==> src/rtl/imm_encoder_if.sv <==
// imm_encoder_if -- handshake bundle between a record producer/consumer and
// the immediate encoder.
//
// Signals:
//   in_valid / in_ready   input record handshake
//   in_class              2-bit format select (0=D, 1=CB, 2=B, 3=I)
//   in_instr              32-bit base instruction
//   in_imm                N-bit two's complement immediate
//   out_valid / out_ready output record handshake
//   out_instr             instruction with immediate field inserted
//   out_ovf               immediate did not fit the selected field
//   err_count             saturating count of delivered overflow records
//
// Modports:
//   master -- producer/consumer side (drives inputs and out_ready)
//   slave  -- encoder side
interface imm_encoder_if #(
  parameter int N = 64
);
  logic         in_valid;
  logic         in_ready;
  logic [1:0]   in_class;
  logic [31:0]  in_instr;
  logic [N-1:0] in_imm;
  logic         out_valid;
  logic         out_ready;
  logic [31:0]  out_instr;
  logic         out_ovf;
  logic [15:0]  err_count;

  modport master (
    output in_valid, in_class, in_instr, in_imm, out_ready,
    input  in_ready, out_valid, out_instr, out_ovf, err_count
  );

  modport slave (
    input  in_valid, in_class, in_instr, in_imm, out_ready,
    output in_ready, out_valid, out_instr, out_ovf, err_count
  );
endinterface

==> src/rtl/imm_encoder.sv <==
// imm_encoder -- two-stage pipelined immediate-field encoder.
//
// Takes a base instruction and an immediate, inserts the low W bits of the
// immediate into the field selected by in_class and flags values that the
// field cannot represent. Stage S1 registers the raw record; the encoding is
// computed combinationally from S1 and registered into S2, which drives the
// outputs. Both stages use valid/ready flow control with a combinational
// ready path so that a full pipeline still moves one record per cycle.
//
// Formats:   class 0 (D)  9-bit signed   bits [20:12]
//            class 1 (CB) 19-bit signed  bits [23:5]
//            class 2 (B)  26-bit signed  bits [25:0]
//            class 3 (I)  12-bit unsigned bits [21:10]
//
// Ports:
//   clk    rising-edge clock
//   reset  asynchronous active-low reset
//   bus    imm_encoder_if.slave handshake bundle (see interface header)
//
// N must be at least 32 so the widest field slice exists in in_imm.
module imm_encoder #(
  parameter int N = 64
) (
  input  logic          clk,
  input  logic          reset,
  imm_encoder_if.slave  bus
);

  // Stage 1: raw captured record
  logic         s1_valid_q;
  logic [1:0]   s1_class_q;
  logic [31:0]  s1_instr_q;
  logic [N-1:0] s1_imm_q;

  // Stage 2: encoded record driving the outputs
  logic         s2_valid_q;
  logic [31:0]  s2_instr_q;
  logic         s2_ovf_q;
  logic [15:0]  err_count_q;

  logic         s1_load;
  logic         s2_load;
  logic         out_fire;

  // Encoder datapath between S1 and S2
  logic [4:0]   field_w;
  logic [4:0]   field_lsb;
  logic         signed_fmt;
  logic [31:0]  low_mask;
  logic [31:0]  field_mask;
  logic [N-1:0] hi_bits;
  logic [31:0]  enc_instr_d;
  logic         enc_ovf_d;

  // Flow control: a stage may load when it is empty or its content leaves
  // this cycle, so the ready chain reaches back combinationally from
  // out_ready and a full pipeline still accepts one record per cycle.
  assign s2_load  = !s2_valid_q || bus.out_ready;
  assign s1_load  = !s1_valid_q || s2_load;
  assign out_fire = s2_valid_q && bus.out_ready;

  always_comb begin
    field_w    = 5'd12;
    field_lsb  = 5'd10;
    signed_fmt = 1'b0;
    case (s1_class_q)
      2'd0: begin
        field_w    = 5'd9;
        field_lsb  = 5'd12;
        signed_fmt = 1'b1;
      end
      2'd1: begin
        field_w    = 5'd19;
        field_lsb  = 5'd5;
        signed_fmt = 1'b1;
      end
      2'd2: begin
        field_w    = 5'd26;
        field_lsb  = 5'd0;
        signed_fmt = 1'b1;
      end
      default: begin
        field_w    = 5'd12;
        field_lsb  = 5'd10;
        signed_fmt = 1'b0;
      end
    endcase
  end

  always_comb begin
    low_mask    = (32'd1 << field_w) - 32'd1;
    field_mask  = low_mask << field_lsb;
    enc_instr_d = (s1_instr_q & ~field_mask)
                | ((s1_imm_q[31:0] & low_mask) << field_lsb);
    if (signed_fmt) begin
      // Arithmetic shift leaves only copies of bit W-1 and above; the value
      // fits iff those bits are all zero or all one.
      hi_bits   = $unsigned($signed(s1_imm_q) >>> (field_w - 5'd1));
      enc_ovf_d = !((hi_bits == '0) || (hi_bits == '1));
    end else begin
      hi_bits   = s1_imm_q >> field_w;
      enc_ovf_d = (hi_bits != '0);
    end
  end

  always_ff @(posedge clk or negedge reset) begin
    if (!reset) begin
      s1_valid_q <= 1'b0;
      s1_class_q <= '0;
      s1_instr_q <= '0;
      s1_imm_q   <= '0;
    end else if (s1_load) begin
      s1_valid_q <= bus.in_valid;
      // Payload only moves with a real record so idle inputs cause no change.
      if (bus.in_valid) begin
        s1_class_q <= bus.in_class;
        s1_instr_q <= bus.in_instr;
        s1_imm_q   <= bus.in_imm;
      end
    end
  end

  always_ff @(posedge clk or negedge reset) begin
    if (!reset) begin
      s2_valid_q <= 1'b0;
      s2_instr_q <= '0;
      s2_ovf_q   <= 1'b0;
    end else if (s2_load) begin
      s2_valid_q <= s1_valid_q;
      if (s1_valid_q) begin
        s2_instr_q <= enc_instr_d;
        s2_ovf_q   <= enc_ovf_d;
      end
    end
  end

  always_ff @(posedge clk or negedge reset) begin
    if (!reset) begin
      err_count_q <= '0;
    end else if (out_fire && s2_ovf_q && (err_count_q != 16'hFFFF)) begin
      err_count_q <= err_count_q + 16'd1;
    end
  end

  assign bus.in_ready  = s1_load;
  assign bus.out_valid = s2_valid_q;
  assign bus.out_instr = s2_instr_q;
  assign bus.out_ovf   = s2_ovf_q;
  assign bus.err_count = err_count_q;

endmodule

==> src/flat_wrapper.sv <==
// flat-port wrapper written by rule: the top's interface ports become plain ports
module imm_encoder_flat 
#(
  parameter int N = 64
)
  (clk, reset, bus_in_valid, bus_in_class, bus_in_instr, bus_in_imm, bus_out_ready, bus_in_ready, bus_out_valid, bus_out_instr, bus_out_ovf, bus_err_count);
  imm_encoder_if #(.N(N)) bus_i ();
  input  logic clk;
  input  logic reset;
  input wire logic [$bits(bus_i.in_valid)-1:0] bus_in_valid;
  input wire logic [$bits(bus_i.in_class)-1:0] bus_in_class;
  input wire logic [$bits(bus_i.in_instr)-1:0] bus_in_instr;
  input wire logic [$bits(bus_i.in_imm)-1:0] bus_in_imm;
  input wire logic [$bits(bus_i.out_ready)-1:0] bus_out_ready;
  output wire logic [$bits(bus_i.in_ready)-1:0] bus_in_ready;
  output wire logic [$bits(bus_i.out_valid)-1:0] bus_out_valid;
  output wire logic [$bits(bus_i.out_instr)-1:0] bus_out_instr;
  output wire logic [$bits(bus_i.out_ovf)-1:0] bus_out_ovf;
  output wire logic [$bits(bus_i.err_count)-1:0] bus_err_count;
  assign bus_i.in_valid = bus_in_valid;
  assign bus_i.in_class = bus_in_class;
  assign bus_i.in_instr = bus_in_instr;
  assign bus_i.in_imm = bus_in_imm;
  assign bus_i.out_ready = bus_out_ready;
  assign bus_in_ready = bus_i.in_ready;
  assign bus_out_valid = bus_i.out_valid;
  assign bus_out_instr = bus_i.out_instr;
  assign bus_out_ovf = bus_i.out_ovf;
  assign bus_err_count = bus_i.err_count;
  imm_encoder #(.N(N)) u_core (.clk(clk), .reset(reset), .bus(bus_i));
endmodule
==> config.mk <==
export PLATFORM = sky130hd
export DESIGN_NAME = imm_encoder_flat
export DESIGN_NICKNAME = d
export VERILOG_FILES = /design/src/rtl/imm_encoder_if.sv /design/src/rtl/imm_encoder.sv /design/src/flat_wrapper.sv
export SDC_FILE = /design/constraint.sdc
export NUM_CORES = 1
export LEC_CHECK = 0
export BUFFER_PORTS_ARGS = -buffer_cell sky130_fd_sc_hd__buf_2
export CAP_MARGIN = 20
export CORE_ASPECT_RATIO = 2
export CORE_UTILIZATION = 59
export CTS_CLUSTER_DIAMETER = 80
export DETAILED_ROUTE_END_ITERATION = 8
export PLACE_DENSITY = 0.84
export SLEW_MARGIN = 20
export SYNTH_ARGS = -nofsm -noshare
export SYNTH_HDL_FRONTEND = slang
export SYNTH_SLANG_ARGS = --single-unit
==> constraint.sdc <==
create_clock -name clk -period 4.2 [get_ports clk]
set_input_delay 0.84 -clock clk [delete_from_list [all_inputs] [get_ports clk]]
set_output_delay 0.84 -clock clk [all_outputs]
set_load 0.03 [all_outputs]
==> run_results.csv, run 1 <==
group,metric,value,unit
die,ios,153,
global_route,track_usage,60.5,%
synth,synth_common_cells,"nand2_1, dfrtp_1, mux2_2",
synth,synthArstFlopShare,100,%
place,hpwl,45400,um
clock_network,cts_made_buffers,17,
global_route,grt_pass1_vias,15700,
synth,synth_edf_count,0,
synth,synth.distinct_cells,83,
place,globalplace.congestion,1.13,
global_route,overflow,1,
synth,yosysMostFrequentCell,"nand2_1",
synth,ys_warn_count,0,
status,status,"did not finish",
die,std_cell_rows,76,
synth,synth_flop_cell,"dfrtp_1",
clock_network,cts-hold-fix-buffers,0,
synth,synth_area_leaders,"dfrtp_1, mux2_2, mux4_2",
synth,synth_cells,1493,
die,start_util,60.1,%
die,die_width,107,um
status,stop_stage,"global routing",
synth,yosysTopAreaCell,"dfrtp_1",
synth,ys_seq_area_share,27.2,%
synth,syn_area_per_cell,8.69,um^2
clock_network,clockRootBuffer,"clkbuf_16",
place,portBuffers,144,
die,die_y,212,um
global_route,grt_max_degree,91,
synth,synth_top_area_share,27.2,%
synth,ys_ff_latch,141,
synth,synth_nets,1604,
clock_network,cts_sinks,141,
clock_network,cts.path.max_buffers,2,
status,stop_error,"[ERROR GRT-0116] Global routing finished with congestion. Check the congestion regions in the DRC Viewer.",
synth,syn-cell-area,13000,um^2
global_route,grt_pass1_wl,99300,um
clock_network,htree_levels,4,
## routing by layer
layer  track usage (%)  overflow
met3              29.6         0
met1              60.3         0
met2              88.1         1
met4              62.2         0
met5             0.461         0
## logic make-up after synthesis
logic type,Yosys count,synth area share [%]
AND/OR/NAND/NOR,477,17.5
buffers and inverters,176,6.14
adder cells (fa/ha/maj),9,0.868
XOR/XNOR,16,1.37
multiplexers,260,25.3
flip-flops,141,27.2
AO/OA/AOI/OAI,414,21.6
## metrics by stage
stage               instances  setup WS (ps)  hold slack, ps  cell area [um^2]
global placement         1951           45.5             450             15000
CTS                      1983           11.8             381             15600
floorplan                1493            632             471             13000
detailed placement       1951           4.65             464             15000
## what timing repair did
item,4_1_cts
gates resized for setup,4
endpoints found under the hold margin,0
gates cloned,0
endpoints found under the setup margin,1
buffers inserted,0
==> inputs of run 2 (changes only) <==
--- a/config.mk
+++ b/config.mk
@@ -7,11 +7,9 @@
 export LEC_CHECK = 0
 export BUFFER_PORTS_ARGS = -buffer_cell sky130_fd_sc_hd__buf_2
 export CAP_MARGIN = 20
-export CORE_ASPECT_RATIO = 2
-export CORE_UTILIZATION = 59
-export CTS_CLUSTER_DIAMETER = 80
+export CORE_UTILIZATION = 40
 export DETAILED_ROUTE_END_ITERATION = 8
-export PLACE_DENSITY = 0.84
+export PLACE_DENSITY_LB_ADDON = 0.15
 export SLEW_MARGIN = 20
 export SYNTH_ARGS = -nofsm -noshare
 export SYNTH_HDL_FRONTEND = slang
==> run 2 against run 1 <==
  * The flow now finishes without violations
  * Synthesized cell count did not move
  * Area after synthesis is the same
==> run_results.csv, run 2 <==
group,metric,value,unit
die,coreArea,31700,um^2
routing,routed_via_density,6.52,
sta,tightest_slew,974,ps
routing,wl_per_cell,26.6,um
power_and_ir_drop,p_per_area,580,nW/um^2
sta,fin_crit,4080,ps
clock_network,cts.path.max_buffers,2,
die,die_y,182,um
setup_path,cp_cell_sequence,"inv_1, ha_2, or2_4, buf_4, mux4_2, or3b_2, a21oi_1, o2111ai_1, o311ai_0, a41oi_1, o211a_1",
synth,ys_warn_count,0,
sta,slew_headroom,35.1,%
synth,synth.distinct_cells,83,
synth,synth_cells,1493,
sta,fin_tns_setup,0,ps
setup_path,r2r_end,"u_core.bus.out_ovf$_DFFE_PN0P_",
worst_hold_path,min_path_type,"flip-flop to flip-flop",
layout,layout_commonest_cell,"nand2_1",
job,drv_cap,0,
synth,synth_top_area_share,27.2,%
synth,synth_nets,1604,
global_route,grt_pass1_vias,12100,
layout,layout_common_cells,"nand2_1, buf_2, dfrtp_1",
setup_path,crit_fanout,24,
synth,yosysMostFrequentCell,"nand2_1",
layout,layout-drive-gt1-share,30.0,%
synth,ys_ff_latch,141,
die,std_cell_rows,65,
synth,syn_area_per_cell,8.69,um^2
clock_network,cts-hold-fix-buffers,0,
setup_path,end_kind,"flip-flop",
clock_network,htree_levels,4,
die,die-area,33100,um^2
global_route,grt_max_degree,93,
worst_hold_path,worstHoldEndpoint,"u_core.bus.out_instr[15]$_DFFE_PN0P_",
global_route,grt_antenna_before_repair,0,
sta,setup_viol,0,
synth,syn-cell-area,13000,um^2
layout,top_register,"u_core.s1_imm_q",
place,globalplace.congestion,1.02,
clock_network,tritoncts,"done",
clock_network,clk_pin_slew,60,ps
global_route,overflow,0,
synth,synthArstFlopShare,100,%
synth,synth_edf_count,0,
sta,drv_slew,0,
sta,timing.clock.skew,9.86,ps
worst_hold_path,worstHoldPathCells,2,
routing,postRouteWirelength,53600,um
clock_network,cts_made_buffers,17,
power_and_ir_drop,p_leak,0.00613,uW
routing,drc_errors,0,
routing,drt_iter0_drc,1679,
layout,nets,1711,
worst_hold_path,hold_start,"u_core.bus.out_instr[15]$_DFFE_PN0P_",
synth,synth_area_leaders,"dfrtp_1, mux2_2, mux4_2",
synth,synth_flop_cell,"dfrtp_1",
setup_path,critPathSlowestCell,"mux4_2",
synth,yosysTopAreaCell,"dfrtp_1",
die,die_width,182,um
place,hpwl,40200,um
clock_network,clk_latency,440,ps
layout,area_growth,15.9,%
synth,ys_seq_area_share,27.2,%
routing,dr_total_vias,13100,
setup_path,crit_type,"flip-flop to flip-flop",
setup_path,critPathMaxStageDelay,530,ps
layout,n_fill_cell,3116,
layout,regArea,3530,um^2
die,start_util,40.9,%
clock_network,clockRootBuffer,"clkbuf_16",
sta,period_share,97.2,%
global_route,grt_pass1_wl,79800,um
setup_path,r2r_setup_slack,120,ps
setup_path,r2r_cells,11,
place,portBuffers,144,
layout,largest_reg_flops,64,
synth,synth_common_cells,"nand2_1, dfrtp_1, mux2_2",
setup_path,crit_arrival,4410,ps
routing,ant_nets,0,
layout,fin_util,47.4,%
setup_path,startpoint_type,"flip-flop",
global_route,track_usage,32.2,%
die,ios,153,
sta,rsz0062_at_grt,"no",
status,status,"finished clean",
setup_path,r2r_start,"u_core.s1_class_q[1]$_DFFE_PN0P_",
clock_network,cts_sinks,141,
routing,first_pass_iters,5,
setup_path,critPathRequiredTime,4520,ps
sta,max_freq,0.245,GHz
sta,timing_hold_violations_final,0,
power_and_ir_drop,ir_worst_vdd,0.356,mV
layout,multi_input_area,8710,um^2
run 2: cell counts after synthesis:
No cell type changed its count.
run 2: repair_timing:
action,4_1_cts,5_1_grt
endpoints found under the hold margin,0,0
setup endpoints to repair,0,1
setup buffers,0,4
resized for setup,0,7
run 2: routing by layer:
| metal | vias up | wire length, um | GRT usage [%] |
|---|---|---|---|
| li1 | 5872 | - | - |
| met1 | 6493 | 24900 | 48.6 |
| met2 | 710 | 23200 | 47.0 |
| met3 | 68 | 4520 | 5.97 |
| met4 | 0 | 914 | 7.60 |
| met5 | - | 0 | 0 |
run 2: metrics by stage:
stage	instances	instance area, um^2	hold WS [ps]	setup slack (ps)	total power, uW
floorplan	1493	13000	471	632	5230
global placement	1979	14400	455	96.5	7130
detailed placement	1979	14400	464	66.6	7100
CTS	2010	15000	478	62.5	8570
global route	2014	15000	498	12.8	9110
finish	2015	15000	469	119	8710
run 2: cell type report:
type	count	share of cell area [%]
timing repair buffer	250	11.2
tap	402	3.35
multi-input combinational	1176	57.9
inverter	14	0.350
sequential	141	23.5
antenna	1	0.0166
clock buffer	22	3.09
clock inverter	9	0.583
run 2: worst max-delay path, delay by kind of cell, from the launching register on:
family                   cells  cell delay, ps
multiplexers                 1             530
adder cells (fa/ha/maj)      1             310
buffers and inverters        2             500
flip-flops                   1             450
AO/OA/AOI/OAI                5            1320
AND/OR/NAND/NOR              2             850
run 2: cells by family (layout without fill, tap and decap cells):
family	after synthesis	in the layout	share of synthesized area (%)
other cells	0	1	0
fa+ha+maj	9	9	0.868
flops	141	141	27.2
xor+xnor	16	16	1.37
buf+inv	176	295	6.14
mux	260	260	25.3
simple gates	477	477	17.5
compound gates	414	414	21.6
run 2: where the power goes:
group | switching [uW] | internal (uW)
clock network | 586 | 843
registers | 426 | 1630
logic | 3210 | 2030
run 2: how the worst max path moves through the flow:
stage,from,slack (ps),endpoint,cells after the start
2_1_floorplan,u_core.s1_class_q[0]$_DFFE_PN0P_,630,u_core.bus.out_ovf$_DFFE_PN0P_,11
3_3_place_gp,u_core.s1_class_q[0]$_DFFE_PN0P_,100,u_core.bus.out_ovf$_DFFE_PN0P_,11
3_5_place_dp,u_core.s1_class_q[1]$_DFFE_PN0P_,70,u_core.bus.out_ovf$_DFFE_PN0P_,11
4_1_cts,u_core.s1_class_q[1]$_DFFE_PN0P_,60,u_core.bus.out_ovf$_DFFE_PN0P_,11
5_1_grt,u_core.s1_class_q[1]$_DFFE_PN0P_,10,u_core.bus.out_ovf$_DFFE_PN0P_,12
6_report,u_core.s1_class_q[1]$_DFFE_PN0P_,120,u_core.bus.out_ovf$_DFFE_PN0P_,11
No activity file was read; power rests on OpenSTA's default activity.
